### src/rtl/replica_pkg.sv
// Shared types for the replica shift-chain: tour entry, chain command and the
// host I/O endpoint state encoding.
package replica_pkg;

   localparam int city_num = 8;

   typedef logic [15:0] replica_data;

   typedef enum logic [1:0] {
      NOP      = 2'd0,
      EXCHANGE = 2'd1,
      HOLD     = 2'd2,
      SCAN     = 2'd3
   } replica_command;

   typedef enum logic [2:0] {
      IO_IDLE,
      IO_LOAD,
      IO_ISSUE,
      IO_SHIFT,
      IO_DRAIN
   } replica_io_state;

endpackage

### src/rtl/replica_stream_io_if.sv
// One valid/ready stream of replica_data words.
// A word transfers on a rising clk edge where valid and ready are both high;
// the master holds valid and data stable until that edge.
interface replica_stream_io_if;

   logic                     valid;
   logic                     ready;
   replica_pkg::replica_data data;

   modport master (output valid, output data, input ready);
   modport slave  (input valid, input data, output ready);

endinterface

### src/rtl/replica_io_buf.sv
// One-tour buffer: NUM entries, one synchronous write port and one registered
// read port (rdata reflects raddr from the previous cycle).
module replica_io_buf
   import replica_pkg::*;
#(
   parameter int NUM = city_num,
   parameter int AW  = $clog2(NUM + 2)
) (
   input  logic          clk,
   input  logic          we,
   input  logic [AW-1:0] waddr,
   input  replica_data   wdata,
   input  logic [AW-1:0] raddr,
   output replica_data   rdata
);

   localparam int IW = $clog2(NUM);

   replica_data mem [NUM];

   always_ff @(posedge clk) begin
      if (we) mem[waddr[IW-1:0]] <= wdata;
      rdata <= mem[raddr[IW-1:0]];
   end

endmodule

### src/rtl/replica_stream_io.sv
// Host-side endpoint of the replica chain: buffers a tour from the host,
// pulses one command, shifts the tour through the chain and returns the result.
module replica_stream_io
   import replica_pkg::*;
#(
   parameter  int NUM = city_num,
   localparam int CW  = $clog2(NUM + 2)
) (
   input  logic                clk,
   input  logic                reset,
   input  logic                start,
   input  replica_command      cmd_sel,
   replica_stream_io_if.slave  s,
   replica_stream_io_if.master m,
   output replica_command      command,
   output replica_data         prev_data,
   input  replica_data         chain_out,
   output logic                busy,
   output logic                done,
   output replica_io_state     state
);

   logic [CW-1:0]  k;
   replica_command cmd_q;
   logic           s_ready_q;
   logic           m_valid_q;
   logic           m_hs;
   logic           in_window;

   logic           buf_we;
   logic [CW-1:0]  buf_waddr;
   logic [CW-1:0]  buf_raddr;
   replica_data    buf_wdata;
   replica_data    buf_rdata;

   assign s.ready   = s_ready_q;
   assign m.valid   = m_valid_q;
   assign m.data    = m_valid_q ? buf_rdata : '0;
   assign m_hs      = m_valid_q & m.ready;
   assign done      = m_hs & (k == CW'(NUM - 1));
   assign busy      = (state != IO_IDLE);

   // SHIFT count c is cycle t0+1+c; entry c-1 meets the chain while c is 1..NUM.
   assign in_window = (state == IO_SHIFT) && (k >= CW'(1)) && (k <= CW'(NUM));
   assign prev_data = in_window ? buf_rdata : '0;

   always_comb begin
      buf_we    = 1'b0;
      buf_waddr = '0;
      buf_wdata = '0;
      buf_raddr = '0;
      case (state)
         IO_LOAD: begin
            buf_we    = s.valid & s_ready_q;
            buf_waddr = k;
            buf_wdata = s.data;
         end
         IO_SHIFT: begin
            buf_we    = in_window;
            buf_waddr = k - CW'(1);
            buf_wdata = chain_out;
            buf_raddr = (k < CW'(NUM)) ? k : '0;
         end
         IO_DRAIN: begin
            if (m_hs) buf_raddr = (k == CW'(NUM - 1)) ? '0 : k + CW'(1);
            else      buf_raddr = k;
         end
         default: ;
      endcase
   end

   always_ff @(posedge clk) begin
      if (reset) begin
         state     <= IO_IDLE;
         k         <= '0;
         cmd_q     <= NOP;
         command   <= NOP;
         s_ready_q <= 1'b0;
         m_valid_q <= 1'b0;
      end else begin
         case (state)
            IO_IDLE: begin
               if (start) begin
                  cmd_q     <= cmd_sel;
                  s_ready_q <= 1'b1;
                  k         <= '0;
                  state     <= IO_LOAD;
               end
            end
            IO_LOAD: begin
               if (s.valid) begin
                  if (k == CW'(NUM - 1)) begin
                     s_ready_q <= 1'b0;
                     command   <= cmd_q;
                     k         <= '0;
                     state     <= IO_ISSUE;
                  end else begin
                     k <= k + CW'(1);
                  end
               end
            end
            IO_ISSUE: begin
               command <= NOP;
               k       <= '0;
               state   <= IO_SHIFT;
            end
            IO_SHIFT: begin
               // The extra cycle after the window prefetches entry 0 for DRAIN.
               if (k == CW'(NUM + 1)) begin
                  m_valid_q <= 1'b1;
                  k         <= '0;
                  state     <= IO_DRAIN;
               end else begin
                  k <= k + CW'(1);
               end
            end
            IO_DRAIN: begin
               if (m.ready) begin
                  if (k == CW'(NUM - 1)) begin
                     m_valid_q <= 1'b0;
                     k         <= '0;
                     state     <= IO_IDLE;
                  end else begin
                     k <= k + CW'(1);
                  end
               end
            end
            default: begin
               state <= IO_IDLE;
               k     <= '0;
            end
         endcase
      end
   end

   replica_io_buf #(.NUM(NUM), .AW(CW)) u_buf (
      .clk   (clk),
      .we    (buf_we),
      .waddr (buf_waddr),
      .wdata (buf_wdata),
      .raddr (buf_raddr),
      .rdata (buf_rdata)
   );

endmodule
### src/flat_wrapper.sv
// flat-port wrapper written by rule: the top's interface ports become plain ports
module replica_stream_io_flat import replica_pkg::*;
#(
   parameter  int NUM = city_num,
   localparam int CW  = $clog2(NUM + 2)
)
  (clk, reset, start, cmd_sel, command, prev_data, chain_out, busy, done, state, s_valid, s_data, s_ready, m_valid, m_data, m_ready);
  replica_stream_io_if s_i ();
  replica_stream_io_if m_i ();
  input  logic clk;
  input  logic reset;
  input  logic start;
  input  replica_command cmd_sel;
  output replica_command command;
  output replica_data prev_data;
  input  replica_data chain_out;
  output logic busy;
  output logic done;
  output replica_io_state state;
  input wire logic [$bits(s_i.valid)-1:0] s_valid;
  input wire logic [$bits(s_i.data)-1:0] s_data;
  output wire logic [$bits(s_i.ready)-1:0] s_ready;
  output wire logic [$bits(m_i.valid)-1:0] m_valid;
  output wire logic [$bits(m_i.data)-1:0] m_data;
  input wire logic [$bits(m_i.ready)-1:0] m_ready;
  assign s_i.valid = s_valid;
  assign s_i.data = s_data;
  assign s_ready = s_i.ready;
  assign m_valid = m_i.valid;
  assign m_data = m_i.data;
  assign m_i.ready = m_ready;
  replica_stream_io #(.NUM(NUM)) u_core (.clk(clk), .reset(reset), .start(start), .cmd_sel(cmd_sel), .s(s_i), .m(m_i), .command(command), .prev_data(prev_data), .chain_out(chain_out), .busy(busy), .done(done), .state(state));
endmodule
### config.mk
export PLATFORM = sky130hd
export DESIGN_NAME = replica_stream_io_flat
export DESIGN_NICKNAME = d
export VERILOG_FILES = /design/src/rtl/replica_pkg.sv /design/src/rtl/replica_stream_io_if.sv /design/src/rtl/replica_io_buf.sv /design/src/rtl/replica_stream_io.sv /design/src/flat_wrapper.sv
export SDC_FILE = /design/constraint.sdc
export NUM_CORES = 1
export LEC_CHECK = 0
export CAP_MARGIN = 30
export CELL_PAD_IN_SITES_DETAIL_PLACEMENT = 2
export CELL_PAD_IN_SITES_GLOBAL_PLACEMENT = 2
export CORE_MARGIN = 3
export CORE_UTILIZATION = 30
export CTS_BUF_LIST = sky130_fd_sc_hd__clkbuf_16
export DETAILED_ROUTE_END_ITERATION = 6
export PLACE_DENSITY = 0.58
export SLEW_MARGIN = 15
export SYNTH_ARGS = -nofsm -noshare
export SYNTH_HDL_FRONTEND = slang
export SYNTH_HIERARCHICAL = 1
export SYNTH_SLANG_ARGS = --single-unit
### constraint.sdc
create_clock -name clk -period 5.3 [get_ports clk]
set_input_delay 0.53 -clock clk [delete_from_list [all_inputs] [get_ports clk]]
set_output_delay 0.53 -clock clk [all_outputs]
set_load 0.1 [all_outputs]
* Yosys cells after proc, flatten, opt, wreduce, memory -nomap -nowiden
Memory sizes are Yosys's and may differ from the RTL's. A register that Yosys moved wholly into a read port is not among the register bits.
Cells that the tools add are included.
** Word-level totals
- Register bits after elaboration :: 13
- Latch bits :: 0
- Bits in writable memories :: 128
- ROM bits :: 0
- Bits of input ports :: 39
- Word-level logic and storage cells :: 73
- Memories kept :: 1
** Operators by class
- $add $sub $neg :: 2
- Multipliers :: 0
- Divide/modulo/power cells :: 0
- $lt $le $gt $ge :: 3
- Equal/unequal tests :: 12
- Shift-type cells :: 0
- Muxes and demuxes :: 33
- Bitwise gates (word level) :: 3
- Reduce and logical (&&, ||, !) cells :: 13
** Memory list
- u_core.u_buf.mem :: words 8, width 16, read ports 1, clocked after memory_dff 1, write ports 1, RTL line replica_io_buf.sv:19 : replica_data mem [NUM];
** Operators by type and width (number)
- $mux 16 :: 2
- $pmux 16 s2 :: 1
- $mux 3 :: 8
- $mux 4 :: 5
- $pmux 4 s4 :: 1
- $pmux 3 s5 :: 1
- $pmux 3 s2 :: 2
- $ne 2x2->1 const B :: 4
- $reduce_and 4->1 :: 2
- $mux 1 :: 7
- $eq 3x2->1 const B :: 2
- $pmux 1 s2 :: 3
- $reduce_and 3->1 :: 2
- $reduce_and 6->1 :: 1
- $reduce_bool 2->1 :: 3
- $add 4x1->4 const B :: 1
- $eq 4x3->1 const B :: 1
- $eq 4x4->1 const B :: 1
- $ge 4x1->1 const B :: 1
- $le 4x4->1 const B :: 1
- $lt 4x4->1 const B :: 1
- $mux 2 :: 2
- $ne 2x1->1 const B :: 2
- $pmux 2 s2 :: 1
- 8 further kinds :: 11

* Longest topological paths before layout
- Depth after elaboration :: 6
- Gate-level depth with buffers :: 10

* By module
Netlist, hierarchy kept.
** By module, submodules not included
- replica_io_buf :: times used 1, cells each 214, area an instance 5293.8 um^2, seq. area each 4164.0 um^2
- replica_stream_io :: times used 1, cells each 193, area an instance 1475.2 um^2, seq. area each 260.2 um^2

* Worst setup path before layout
No wires, ideal clock.
- Kind :: register to register
- Start point :: register u_core.state[0]
- End point :: memory u_core/u_buf/mem[0][0] in the netlist's numbering, enable pin
- Setup time :: 409 ps
- Arrival time :: 3257 ps
- Required time :: 4891 ps
- Path slack :: 1633 ps
- Cell stages (with the launch flop) :: 9
- Path through :: dfxtp_1 > buf_6 > and2b_1 > nand2_2 > a211oi_4 > buf_4 > a21o_1 > nand2b_1 > nor3_1
** On the way
- Word-level cells in the longest chain between the ends :: 6
- Elaborated cells on any way between the ends :: 8
- Those cells by class :: eq/ne: 2; mux: 4; reduce/logical: 2
** RTL lines
- from (decl) :: RTL line replica_stream_io.sv:20 : output replica_io_state state
- from (signal assigned) :: RTL line replica_stream_io.sv:74 : state <= IO_IDLE;
- from (signal assigned) :: RTL line replica_stream_io.sv:87 : state <= IO_LOAD;
- from (signal assigned) :: RTL line replica_stream_io.sv:96 : state <= IO_ISSUE;
- $eq 3x2->1 :: RTL line replica_stream_io.sv:44, replica_stream_io.sv:52
- $logic_and 1x1->1 (2 in a row) :: RTL line replica_stream_io.sv:44 : assign in_window = (state == IO_SHIFT) && (k >= CW'(1)) && (k <= CW'(NUM));
- $pmux 1 s2 * :: RTL line replica_stream_io.sv:52 : case (state)
- via u_core.buf_we :: RTL line replica_stream_io.sv:30 : logic buf_we;
- $mux 1 * :: RTL line replica_io_buf.sv:22 : if (we) mem[waddr[IW-1:0]] <= wdata;
- $mux 1 (not written as such) * :: RTL line replica_io_buf.sv:22
- to (decl) :: RTL line replica_io_buf.sv:19
The timed path passes the listed nets; every way through them passes the cells marked *.

* Worst setup path in the final report
- Start point :: register u_core.k[0]
- End point :: output port prev_data[3]
** On the way
- Word-level cells in the longest chain between the ends :: 4
- Elaborated cells on any way between the ends :: 5
- Those cells by class :: order compare: 2; mux: 1; reduce/logical: 2
** RTL lines
- from (decl) :: RTL line replica_stream_io.sv:23 : logic [CW-1:0] k;
- from (signal assigned) :: RTL line replica_stream_io.sv:98 : k <= k + CW'(1);
- from (signal assigned) :: RTL line replica_stream_io.sv:114 : k <= k + CW'(1);
- from (signal assigned) :: RTL line replica_stream_io.sv:124 : k <= k + CW'(1);
- $ge 4x1->1 :: RTL line replica_stream_io.sv:44
- $logic_and 1x1->1 :: RTL line replica_stream_io.sv:44
- $logic_and 1x1->1 * :: RTL line replica_stream_io.sv:44
- $mux 16 * :: RTL line replica_stream_io.sv:45 : assign prev_data = in_window ? buf_rdata : '0;
- to (decl) :: RTL line flat_wrapper.sv:15 : output replica_data prev_data;
Mark *: on every way between the ends. The rest lies on a longest branch, timed or not.

==> impl_summary.md <==
Timing
Clock skew on the completed layout was measured at 9.62 ps. The number of setup violations in the final report is 0. The ratio of final minimum period to clock period is 75.8%.

For the pin with the worst max-slew slack, the measured transition is 979 ps. Headroom to the max-slew limit came out at 34.5%. On the final layout, the worst hold slack is 501 ps. The final count of hold timing violations is 0.

The final-report max-slew violation count came to 0. Setup repair after global routing left no endpoint under its margin. The peak clock frequency supported by timing is 249 MHz.

The time the worst path needs with I/O delays and setup is 4020 ps. After routing, the total negative slack on setup checks comes to 0 ps.

Finish
The signed area change from the synthesized netlist to the final layout is 26.0%. For this run, the post-layout net count is 532. Cells with a size suffix above 1 make up 17.9% of the layout. The commonest non-fill, non-tap cell in the layout is sky130_fd_sc_hd__edfxtp_1.

The antenna diode count is 0. The top cell types in the final layout, fill and taps aside, are 128 x sky130_fd_sc_hd__edfxtp_1, 79 x sky130_fd_sc_hd__clkdlybuf4s50_1, 34 x sky130_fd_sc_hd__nor2_1, 34 x sky130_fd_sc_hd__and2_1.

Critical path
The critical path starts at u_core/k[0]. The required time of the worst setup path is 4770 ps. The category of cells accounting for the largest share of critical-path delay is buffers and inverters. The startpoint kind of the worst setup timing path is a flop. The worst register-to-register path has a setup slack of 2060 ps. The origin of the critical flop-to-flop path is u_core/k[0]. Data arrives at the worst endpoint at 3490 ps. The worst setup path is captured at an output pin. For this design, the slowest cell found on the critical path is sky130_fd_sc_hd__clkdlybuf4s50_1. The signal on the critical path passes through inv_1 > ha_1 > nand2b_1 > nor3_2 > a211oi_4 > buf_8 > and2_1 > clkdlybuf4s50_1.

The largest driver fanout on the critical path is 12. The buffering stage count on the worst path with inverters included is 3. The highest cell delay on the worst timing path is 1130 ps.

The kind of critical path is reg -> out.

Clocking
The number of buffers created by CTS is 17. The quantity of hold-fixing buffers added after cts is 0. The later pin in the worst-skew pair is clocked with a latency of 430 ps. The buffer levels on the longest clock path is 2. The number of post-CTS setup repair buffers is 0. The CTS clock-pin slew for the worst setup and hold paths is 60 ps. The H-tree depth is 4. The TritonCTS clock tree is done. The tree is rooted in a sky130_fd_sc_hd__clkbuf_16.

After clock tree synthesis, the repair step resized 0 gates. The clock drives 157 sinks.

Synthesis
The synthesized area per cell is 16.8 sq um. The post-synthesis cell area is 0.00673 sq mm. In the synthesized netlist, the number of instances is 401. The count of warnings emitted by yosys is 6. The post-synthesis net count is 443.

Place
During placement, the flow inserted port buffers numbering 79. At the end of routability-driven placement, the weighted congestion stood at 0.680. The sum of net half-perimeters after detailed placement is 10.5 mm.

Floorplanning
The core area is 0.0220 sq mm. After floorplanning, the core was divided into 54 placement rows. For this configuration, the core starts out at a cell density of 30.6%. In this run the count of I/O pins placed on the die edge is 80. The width of the die is 156 um. The floorplan step defined a die boundary enclosing 0.0243 sq mm.

Measured along the y axis, the die boundary spans 156 um.

Global routing
After global routing the overflow that remains totals 0. Entering global routing, the biggest net connects 37 pins. The global-route wire length before repair is 25.6 mm.

The initial antenna violation count was 0. The via count of the first global-routing pass was 4226. The combined global-route utilization of all metal layers is 14.4%.

Power and ir drop
The power density normalized to cell area is 343 mW/mm^2. Across the VDD grid, the largest voltage drop is 216 uV. The static leakage is 2.81 nW. The design draws 2.91 mW.

Worst hold path
The startpoint identified for the worst hold timing path is u_core/cmd_q[0]. The path class of the tightest hold or removal check is reg -> reg.

Route
Once detail routing completed, the nets flagged for antenna violations numbered 0. In this run, the number of DRC markers left after iteration 0 of detailed routing was 188. The remaining routing DRC violations is 0. Across all layers, the routed design uses 3803 vias. For this run, the detailed router's first-pass iteration total came to 4. In the routed layout, each cell is associated on average with a via count of 4.86.

In the final routed layout, each cell accounts on average for 21.3 um. After detailed routing, the total wire length is 16.6 mm.

Job
Max-cap violations in this run came to 0.

Outcome
The flow ran to the end, and the final reports show no timing, DRC or antenna violations.
final timing paths:
check	endpoint	depth (start not counted)
min	u_core/cmd_q[0]	2
max reg2reg	u_core/u_buf/mem[2][3]	10
max	prev_data[3]	8
min reg2reg	u_core/cmd_q[0]	2
worst register-to-register path, stage by stage (launching register included):
cell and delay, ps:
sky130_fd_sc_hd__dfxtp_1 550, sky130_fd_sc_hd__inv_1 90, sky130_fd_sc_hd__ha_1 230, sky130_fd_sc_hd__nand2b_1 170, sky130_fd_sc_hd__nor3_2 80, sky130_fd_sc_hd__a211oi_4 440, sky130_fd_sc_hd__buf_8 220, sky130_fd_sc_hd__a21o_1 150
sky130_fd_sc_hd__nand2b_1 170, sky130_fd_sc_hd__nor2_2 470, sky130_fd_sc_hd__buf_4 350
through the flow:
stage	worst slack, ps	cells	instance area (sq um)	utilization (%)
final	1280	783	8480	38.6
after CTS	871	782	8460	38.5
after floorplan	1630	401	6730	-
after global placement	1500	749	7860	35.8
after global routing	1060	783	8480	38.6
after detailed placement	1380	750	7880	35.9
metal layers:
metal / vias to the layer above / wire length (um) / GRT usage [%]
met5: - / 0 / 0
met4: 0 / 233 / 4.79
met3: 19 / 482 / 2.80
met2: 65 / 8690 / 25.3
met1: 1985 / 7250 / 17.8
li1: 1734 / - / -
sequential cells by signal (all words and copies together) (netlist names):
signal	cells
u_core/cmd_q	2
u_core/u_buf/mem	128
u_core/command	2
u_core/state	3
u_core/m.valid	1
u_core/s.ready	1
u_core/u_buf/rdata	16
u_core/k	4
power by group:
group          switching [mW]  internal (mW)  total, mW
Clock                   0.475          0.732       1.21
Sequential             0.0154           1.38       1.40
Combinational           0.202          0.100      0.302
area by class of cell:
class / instances / area, sq um
clock inverter: 15 / 158
inverter: 3 / 11.3
sequential: 157 / 4430
timing repair buffer: 94 / 918
tap: 280 / 350
clock buffer: 17 / 425
multi-input combinational: 217 / 2190
fill: 2117 / 13500
Note: power is estimated with default switching activity, not from simulation.
